===== src/rtl/uart_rx_stream.sv =====
// uart_rx_stream
// Receives asynchronous serial frames (start, 8 data bits LSB first, optional
// parity, one stop bit) from the UART TX pin and presents each received byte
// on an AXI4-Stream master interface with a single holding register.
//
// Ports:
//   aclk           clock; every flop updates on its rising edge
//   aresetn        synchronous active-low reset
//   uart_rtl_rxd   asynchronous serial input, idle high
//   m_axis_tdata   received byte (bit 0 = first data bit on the wire)
//   m_axis_tvalid  byte available in the holding register
//   m_axis_tready  downstream accepts the byte
//   m_axis_tuser   parity error flag for the byte in tdata
//   frame_err      one-cycle pulse when the stop bit is sampled low
//   overrun_err    one-cycle pulse when a byte is dropped (holding register full)
//   busy           receiver is inside a frame (FSM not idle)
module uart_rx_stream #(
   parameter int CLKS_PER_BIT = 868,
   parameter int PARITY       = 0,
   parameter int SYNC_STAGES  = 2
) (
   input  logic       aclk,
   input  logic       aresetn,
   input  logic       uart_rtl_rxd,
   output logic [7:0] m_axis_tdata,
   output logic       m_axis_tvalid,
   input  logic       m_axis_tready,
   output logic       m_axis_tuser,
   output logic       frame_err,
   output logic       overrun_err,
   output logic       busy
);

   localparam logic [15:0] BIT_LAST = 16'(CLKS_PER_BIT - 1);
   localparam logic [15:0] HALF     = 16'(CLKS_PER_BIT / 2);

   typedef enum logic [2:0] {
      S_IDLE,
      S_START,
      S_DATA,
      S_PARITY,
      S_STOP
   } state_t;

   state_t                 state;
   logic [SYNC_STAGES-1:0] sync_p;
   logic                   rxd_s;
   logic [15:0]            baud_cnt;
   logic [2:0]             bit_idx;
   logic [7:0]             shift;
   logic                   perr;
   logic                   brk;

   // Parity error for the received byte: even parity expects XOR of data and
   // parity bit to be 0; odd parity expects it to be 1.
   function automatic logic parity_err(input logic [7:0] d, input logic s);
      logic e;
      e = (^d) ^ s;
      return (PARITY == 2) ? ~e : e;
   endfunction

   // ---- synchroniser stage: rxd_s is the only view of the line the FSM uses
   always_ff @(posedge aclk) begin
      if (!aresetn) begin
         sync_p <= '1;
      end else begin
         sync_p <= {sync_p[SYNC_STAGES-2:0], uart_rtl_rxd};
      end
   end

   assign rxd_s = sync_p[SYNC_STAGES-1];
   assign busy  = (state != S_IDLE);

   // ---- receive FSM and holding register
   always_ff @(posedge aclk) begin
      if (!aresetn) begin
         state         <= S_IDLE;
         baud_cnt      <= '0;
         bit_idx       <= '0;
         shift         <= '0;
         perr          <= 1'b0;
         brk           <= 1'b0;
         m_axis_tdata  <= '0;
         m_axis_tvalid <= 1'b0;
         m_axis_tuser  <= 1'b0;
         frame_err     <= 1'b0;
         overrun_err   <= 1'b0;
      end else begin
         frame_err   <= 1'b0;
         overrun_err <= 1'b0;

         // Handshake empties the holding register; a delivery below in the
         // same cycle overrides this and keeps tvalid high.
         if (m_axis_tvalid && m_axis_tready) begin
            m_axis_tvalid <= 1'b0;
         end

         case (state)
            S_IDLE: begin
               baud_cnt <= '0;
               if (!rxd_s) begin
                  state <= S_START;
               end
            end

            S_START: begin
               if (baud_cnt == HALF) begin
                  baud_cnt <= '0;
                  bit_idx  <= '0;
                  // Line back high at mid start bit: a glitch, not a frame.
                  state    <= rxd_s ? S_IDLE : S_DATA;
               end else begin
                  baud_cnt <= baud_cnt + 16'd1;
               end
            end

            S_DATA: begin
               if (baud_cnt == BIT_LAST) begin
                  baud_cnt       <= '0;
                  shift[bit_idx] <= rxd_s;
                  bit_idx        <= bit_idx + 3'd1;
                  if (bit_idx == 3'd7) begin
                     state <= (PARITY != 0) ? S_PARITY : S_STOP;
                  end
               end else begin
                  baud_cnt <= baud_cnt + 16'd1;
               end
            end

            S_PARITY: begin
               if (baud_cnt == BIT_LAST) begin
                  baud_cnt <= '0;
                  perr     <= parity_err(shift, rxd_s);
                  state    <= S_STOP;
               end else begin
                  baud_cnt <= baud_cnt + 16'd1;
               end
            end

            S_STOP: begin
               if (brk) begin
                  // Framing error seen: hold here until the line is released
                  // so a break condition cannot look like a new start bit.
                  if (rxd_s) begin
                     brk   <= 1'b0;
                     state <= S_IDLE;
                  end
               end else if (baud_cnt == BIT_LAST) begin
                  baud_cnt <= '0;
                  if (rxd_s) begin
                     if (!m_axis_tvalid || m_axis_tready) begin
                        m_axis_tdata  <= shift;
                        m_axis_tuser  <= perr;
                        m_axis_tvalid <= 1'b1;
                     end else begin
                        overrun_err <= 1'b1;
                     end
                     state <= S_IDLE;
                  end else begin
                     frame_err <= 1'b1;
                     brk       <= 1'b1;
                  end
               end else begin
                  baud_cnt <= baud_cnt + 16'd1;
               end
            end

            default: begin
               state <= S_IDLE;
            end
         endcase
      end
   end

endmodule


===== config.mk =====
export PLATFORM = sky130hd
export DESIGN_NAME = uart_rx_stream
export DESIGN_NICKNAME = d
export VERILOG_FILES = /design/src/rtl/uart_rx_stream.sv
export SDC_FILE = /design/constraint.sdc
export NUM_CORES = 1
export LEC_CHECK = 0
export ABC_CLOCK_PERIOD_IN_PS = 8400
export CAP_MARGIN = 20
export CORE_MARGIN = 5
export CORE_UTILIZATION = 30
export CTS_CLUSTER_DIAMETER = 120
export DETAILED_ROUTE_END_ITERATION = 8
export MAX_ROUTING_LAYER = met4
export PLACE_DENSITY = 0.54
export SYNTH_ARGS = -nofsm -noshare
export SYNTH_HDL_FRONTEND = slang
export SYNTH_SLANG_ARGS = --single-unit

===== constraint.sdc =====
create_clock -name aclk -period 8.4 [get_ports aclk]
set_clock_uncertainty 0.15 [all_clocks]
set_input_delay 0.84 -clock aclk [delete_from_list [all_inputs] [get_ports aclk]]
set_output_delay 0.84 -clock aclk [all_outputs]
set_load 0.02 [all_outputs]

# == Word-level counts from Yosys, hierarchy flattened ==
# Index checks and enable logic that the tools add are counted.
# op_classes
n_addsub,2
magnitude_cmp,2
eq_ne,14
mux,30
n_bitwise,6
reduce_logical,18
# ops
op,n
$pmux W16 S4,1
$mux W16,3
$mux W3,10
$add A16 B1 Y16 const B,1
$eq A16 B10 Y1 const B,1
$eq A16 B9 Y1 const B,1
$pmux W3 S5,1
$ne A2 B2 Y1 const B,6
$mux W1,11
$bwmux W8,1
$reduce_xor A8 Y1,1
$eq A3 B2 Y1 const B,2
$eq A3 B3 Y1 const B,2
$pmux W3 S2,1
$reduce_and A2 Y1,3
$reduce_and A6 Y1,1
$not A1 Y1,5
$reduce_and A5 Y1,1
$reduce_or A5 Y1,1
$lt A3 B4 Y1 const B,1
$reduce_bool A4 Y1,1
$add A3 B1 Y3 const B,1
$demux W1 S3,1
$eq A3 B1 Y1 const B,1
13 further kinds,14
# totals
ff_bits,46
in_bits,4
out_inout_bits,13
wordCells,84

# == Longest topological paths before layout ==
# Gate-level depths: netlist (run 1).
# depth
word_depth,7
ltp_mapped,8
ltp_nobuf,7

# == Least setup slack after synthesis (run 1) ==
# No wires, ideal clock.
# synth_path
path_kind,register to register
from,register baud_cnt[2]
to,register shift[1]
setup_time_ps,131
arrival_ps,2356
required_ps,8119
slack_ps,5763
path_stages_with_launch,7
n_path_buf,1
synth_period_minus_slack_ps,2637
cell_sequence,dfxtp_1 or4_4 or4_4 or4b_4 buf_6 o311ai_1 o41ai_1
# synth_via
elab_chain_cells,2
# synth_lines
item,line_no,source
start: declaration,48,logic [15:0] baud_cnt;
start signal: assignment,113,baud_cnt <= baud_cnt + 16'd1;
start signal: assignment,126,baud_cnt <= baud_cnt + 16'd1;
start signal: assignment,136,baud_cnt <= baud_cnt + 16'd1;
$eq A16 B10 Y1,118,if (baud_cnt == BIT_LAST) begin
$reduce_and A2 Y1 (no line),--,
end signal: indexed assignment,120,shift[bit_idx] <= rxd_s;
end: declaration,50,logic [7:0] shift;
# Every way passes these cells.
# A chain may end at the register's enable or synchronous reset.

# == Worst setup path after layout (run 1) ==
# layout_path
from,register baud_cnt[1]
to,register m_axis_tdata[3]
# layout_via
elab_chain_cells,2
# layout_lines
item,line_no,source
$eq A16 B10 Y1,148,end else if (baud_cnt == BIT_LAST) begin
$reduce_and A5 Y1 (no line),--,
end signal: assignment,152,m_axis_tdata <= shift;
end: declaration,25,"output logic [7:0] m_axis_tdata,"
# Every way passes these cells.

==> run metrics, run 1 <==
status completed; worst-skew pair later-pin latency 0.30 ns; CP Data Arrival Time 2.98 ns; GRT Resource Usage Total 0.111; Area growth, synth to finish 15.1%; FILL cells 773; core area 7210 sq um; DR WL/cell 12.4 um; Initial Utilization 0.305; DR iter-0 viols 70; Clk pin slew, worst setup/hold paths 0.08 ns; cells after synthesis 245; Clock Path Buffers 2; I/O pin cnt 17; sequential share of the synthesized area 0.418; Synth Area per Inst 8.98 sq um; hold bufs inserted after CTS 0; final worst-path setup slack 5.44 ns; port bufs 16; Num CTS Buffers 5; PostCTS Resize Cnt 0; Yosys reg bits 46; CP endpoint kind flip-flop; Req. time, crit path 8.41 ns; dpl ws 5.36 ns; grt peak-use layer met2; CTS tree yes; largest area contributor in the netlist dfxtp_1; global route total overflow 0; number of global-route vias before repair 1699; Synth warnings 0; placed cell area 2440 sq um; die area 9150 sq um; layout cells sized above 1 0.0817; nets 264; CP max FO 13; WL final 4430 um; Final HPWL DP 3140 um; Placer Congestion 0.819; Syn Nets 253; CTS HTree Levels 2; met3 Use GR 0.0331; die width 95.7 um; Worst Hold Class reg2reg; fin crit share 0.353; Final Hold Fails 0; met1 Use GR 0.142; met2 Track Usage GR 0.173; diode count 0; Max Transition Viols Final 0; max_cap viols 0; pin count of the biggest net entering global routing 21; initial antenna violation count 0; Seq. cell area 921 sq um; die height 95.7 um; drt drc 0; Sink Count 46; Root Buffer clkbuf_8; LEAKAGE 0.838 nW; Pre-antenna DRT Iters 4; DR vias 1730; leading post-synthesis cells by cell area dfxtp_1 42%, mux2i_1 6.8%, nor2_1 5.1%; fin crit period 2.96 ns; Final ANT Viol Nets 0; Crit Path Category reg2reg; final setup TNS 0 ns; cell area after synthesis 2200 sq um; Max-slew headroom 0.360; PD cells 147 nW/um^2; post-synth cell types 46; VDD IR max 0.101 mV; # Post-CTS Setup Buffers 0; CP startpoint kind flip-flop; Final setup viols 0; Max Fclk 337 MHz; first-pass GRT wire length 7850 um; Multi-input gate area 1210 sq um; Synth top area share 0.418; vias per cell 4.86; final instance area 2530 sq um; RSZ-0062 raised after global routing no; row count 31; Worst-Margin Slew 0.954 ns
## through the flow
stage / hold slack [ns] / cells / util / total power [W]
after floorplan: 0.236 / 245 / - / 0.000234
after global placement: 0.248 / 348 / 0.338 / 0.000239
after detailed placement: 0.242 / 348 / 0.338 / 0.000239
after CTS: 0.262 / 356 / 0.351 / 0.000380
after global routing: 0.275 / 356 / 0.351 / 0.000391
final: 0.259 / 356 / 0.351 / 0.000373
## registers in the layout, indices dropped and copies added, names as in the netlist
register	flops
baud_cnt	16
bit_idx	3
brk	1
frame_err	1
m_axis_tdata	8
m_axis_tuser	1
m_axis_tvalid	1
overrun_err	1
perr	1
shift	8
state	3
sync_p	2
## synth_stat cells, drive strengths merged
cell / number
xor2: 8
a211oi: 1
buf: 5
nor3b: 3
or3b: 5
o211ai: 2
mux2i: 15
a22oi: 1
o221a: 1
or3: 6
a31oi: 1
and2: 3
or4b: 1
nor4: 3
nor2b: 2
xnor3: 1
nand3b: 5
inv: 4
and3: 1
o2bb2ai: 1
o21ai: 7
o31ai: 3
o311ai: 1
nor2: 30
nand4: 7
a21oi: 9
ha: 4
nor3: 5
nand2b: 4
nand3: 11
o41ai: 1
nor4b: 1
o31a: 1
nand2: 20
xnor2: 10
nand4b: 1
dfxtp: 46
clkbuf: 8
and4: 3
or4: 3
a211o: 1
## worst paths after layout
check / cells past startpoint / slack (ns) / start / to
worst max-delay path: 6 / 5.44 / baud_cnt[1] / m_axis_tdata[3]
worst min-delay path: 1 / 0.26 / sync_p[0] / sync_p[1]
worst max register to register: 6 / 5.44 / baud_cnt[1] / m_axis_tdata[3]
worst min register to register: 1 / 0.26 / sync_p[0] / sync_p[1]
## cell type report
type	count	area share
timing repair buffer	17	0.0662
clock buffer	5	0.0272
clock inverter	3	0.00988
tap	99	0.0489
inverter	4	0.00593
multi-input combinational	182	0.478
sequential	46	0.364
## critical path, stage by stage (launching register included)
cell and delay [ns]:
dfxtp_1 0.50, ha_1 0.34, nand4_1 0.12, or4_4 0.58, nor3_2 0.82, mux2i_1 0.26
nor2_1 0.05
## report_power, final
part           internal [W]  leakage, nW  switching [W]
combinational    0.00000498        0.423     0.00000753
clock             0.0000601       0.0447      0.0000793
sequential         0.000219        0.371     0.00000209
## placed cells by master (no fill, tap or decap), drive strengths merged, types with 2 or more instances in the layout
cell type,Yosys,final
nand2,20,20
nand2b,4,4
inv,4,5
nand3b,5,5
nor4,3,3
nor3,5,5
or4,3,3
or3b,5,5
nand3,11,11
clkdlybuf4s50,0,16
and4,3,3
or3,6,6
nor2b,2,2
o21ai,7,7
ha,4,4
nand4,7,7
dfxtp,46,46
mux2i,15,15
xor2,8,8
o31ai,3,3
xnor2,10,10
o211ai,2,2
and2,3,3
nor3b,3,3
nor2,30,30
a21oi,9,9
clkbuf,8,5
## logic make-up (layout without fill, tap and decap cells)
family,count (synthesis),count (layout),synth area share
AO/OA/AOI/OAI,30,30,0.0881
XOR/XNOR,19,19,0.0819
adder cells (fa/ha/maj),4,4,0.0227
buffers and inverters,17,29,0.0335
flip-flops,46,46,0.418
multiplexers,15,15,0.0682
AND/OR/NAND/NOR,114,114,0.287
## routing by layer
metal,wire (um),vias up,part of all wire
met4,43,0,0.0097
li1,-,887,-
met1,2200,817,0.50
met5,0,-,0
met2,2020,22,0.46
met3,166,4,0.037
Note: power is estimated with default switching activity, not from simulation.
==> run 2, diff against run 1 <==
Settings changed: ABC_CLOCK_PERIOD_IN_PS 8400 to 2900.
Clock period 8.4 ns to 2.9 ns, I/O delays scaled along.
==> run 2 against run 1 <==
Via count is 1.9% higher; final area is 4.4% higher; hold slack better by 0.0058 ns; utilization is 1.5 points higher; sequential cell count stayed put; register-to-register slack worse by 5.2 ns; count of clock-buffer cells in the layout stayed put; clock power grew to 4.2 times the previous value; largest power group unchanged.
==> run metrics, run 2 (synthesis results as in run 1) <==
die height 95.7 um (unchanged); PostCTS Resize Cnt 0 (unchanged); fin crit share 0.935 (+0.582); Clock Path Buffers 2 (unchanged); Biggest register baud_cnt; global route total overflow 0 (unchanged); Largest register FFs 16 (unchanged); DR WL/cell 12.6 um (+1.4%); final setup TNS 0 ns (unchanged); first-pass GRT wire length 8050 um (+2.5%); PD cells 475 nW/um^2 (+220%); Placer Congestion 0.823 (+0.51%); crit-path cells or4_4, or4_4, or4b_4, nor3b_2, mux2i_1; die width 95.7 um (unchanged); # Post-CTS Setup Buffers 0 (unchanged); max_cap viols 0 (unchanged); crit-path max cell delay 0.59 ns (-0.23 ns); Final ANT Viol Nets 0 (unchanged); CTS tree yes; CP Data Arrival Time 2.81 ns (-0.17 ns); Num CTS Buffers 5 (unchanged); row count 31 (unchanged); Largest regs baud_cnt: 16 flops, m_axis_tdata: 8 flops, shift: 8 flops; core area 7210 sq um (unchanged); VDD IR max 0.178 mV (+77%); drt drc 0 (unchanged); diode count 0 (unchanged); initial antenna violation count 0 (unchanged); port bufs 16 (unchanged); Final setup viols 0 (unchanged); final worst-path setup slack 0.188 ns (-5.25 ns); most common cell after layout, fill and taps aside dfxtp_1; critical path's top delay family simple AND/OR/NAND/NOR gates; I/O pin cnt 17 (unchanged); worst-skew pair later-pin latency 0.31 ns (about the same); fin crit period 2.71 ns (-0.252 ns); Final HPWL DP 3200 um (+2.0%); dpl ws 0.193 ns (-5.16 ns); Pre-antenna DRT Iters 4 (unchanged); Area growth, synth to finish 20.1%; nets 273 (+3.4%); Max Fclk 369 MHz (+9.3%); most used cell, CP or4_4; vias per cell 4.83 (-0.61%); die area 9150 sq um (unchanged); Initial Utilization 0.305 (unchanged); Clk pin slew, worst setup/hold paths 0.10 ns (+0.02 ns); CP max FO 7 (-6); number of global-route vias before repair 1775 (+4.5%); Crit Path Category reg2reg; Max-slew headroom 0.615 (+0.254); most frequent cells in the layout 46 x dfxtp_1, 30 x nor2_1, 20 x nand2_1, 16 x clkdlybuf4s50_1, 15 x mux2i_1; status completed; hold bufs inserted after CTS 0 (unchanged); pin count of the biggest net entering global routing 16 (-24%); DR vias 1763 (+1.9%); CP startpoint kind flip-flop; layout cells sized above 1 0.113 (+0.0311); Root Buffer clkbuf_8; LEAKAGE 0.908 nW (+8.4%); GRT Resource Usage Total 0.114 (+0.00246); slowest stage cell, crit path or4_4; Sink Count 46 (unchanged); worst path bufs/invs 0 (unchanged); Max Transition Viols Final 0 (unchanged); CTS HTree Levels 2 (unchanged); Final Hold Fails 0 (unchanged); Worst Hold Class reg2reg; Req. time, crit path 3.00 ns (-5.41 ns); RSZ-0062 raised after global routing no; DR iter-0 viols 42 (-40%); Util after Layout 0.366 (+0.0154); Worst-Margin Slew 0.573 ns (-0.381 ns); CP endpoint kind flip-flop; WL final 4610 um (+4.0%)
[run 2: cell count changes in the layout (fill, tap and decap cells not counted), sizes merged]
cell      change
inv           -1
bufinv        +2
buf           +9
clkinvlp      -1
[run 2: report_power, final]
part	total, W	leakage [nW]	internal [W]	switching, W
Combinational	0.0000397	0.469	0.0000168	0.0000229
Sequential	0.000639	0.371	0.000634	0.00000502
Clock	0.000578	0.0683	0.000345	0.000233
[run 2: final timing paths]
kind | from | to | slack [ns] | cells past startpoint
setup / recovery | baud_cnt[2] | shift[3] | 0.19 | 5
hold / removal | sync_p[0] | sync_p[1] | 0.26 | 1
setup reg to reg | baud_cnt[2] | shift[3] | 0.19 | 5
hold reg to reg | sync_p[0] | sync_p[1] | 0.26 | 1
[run 2: through the flow]
stage,hold slack [ns],power [W],instances,area [sq um]
2_1_floorplan,0.213,0.000677,245,2200
3_3_place_gp,0.248,0.000695,357,2510
3_5_place_dp,0.247,0.000694,357,2510
4_1_cts,0.268,0.00127,365,2640
5_1_grt,0.298,0.00130,365,2640
6_report,0.265,0.00126,365,2640
[run 2: cell type report]
class,count,area [sq um]
clock inverter,3,68.8
timing repair buffer,26,235
inverter,4,15.0
tap,99,124
sequential,46,921
clock buffer,5,68.8
multi-input combinational,182,1210
fill,765,4570
[run 2: per-layer routing]
layer,wire (um),global-route usage,vias to the layer above
met5,0,-,-
met4,54,0.0415,0
met3,165,0.0339,7
met2,2100,0.180,26
met1,2290,0.137,824
li1,-,-,906
[run 2: worst register-to-register path, cell delays in order (launching register included)]
cell,delay (ns)
dfxtp_1,0.37
or4_4,0.53
or4_4,0.59
or4b_4,0.59
nor3b_2,0.23
mux2i_1,0.20
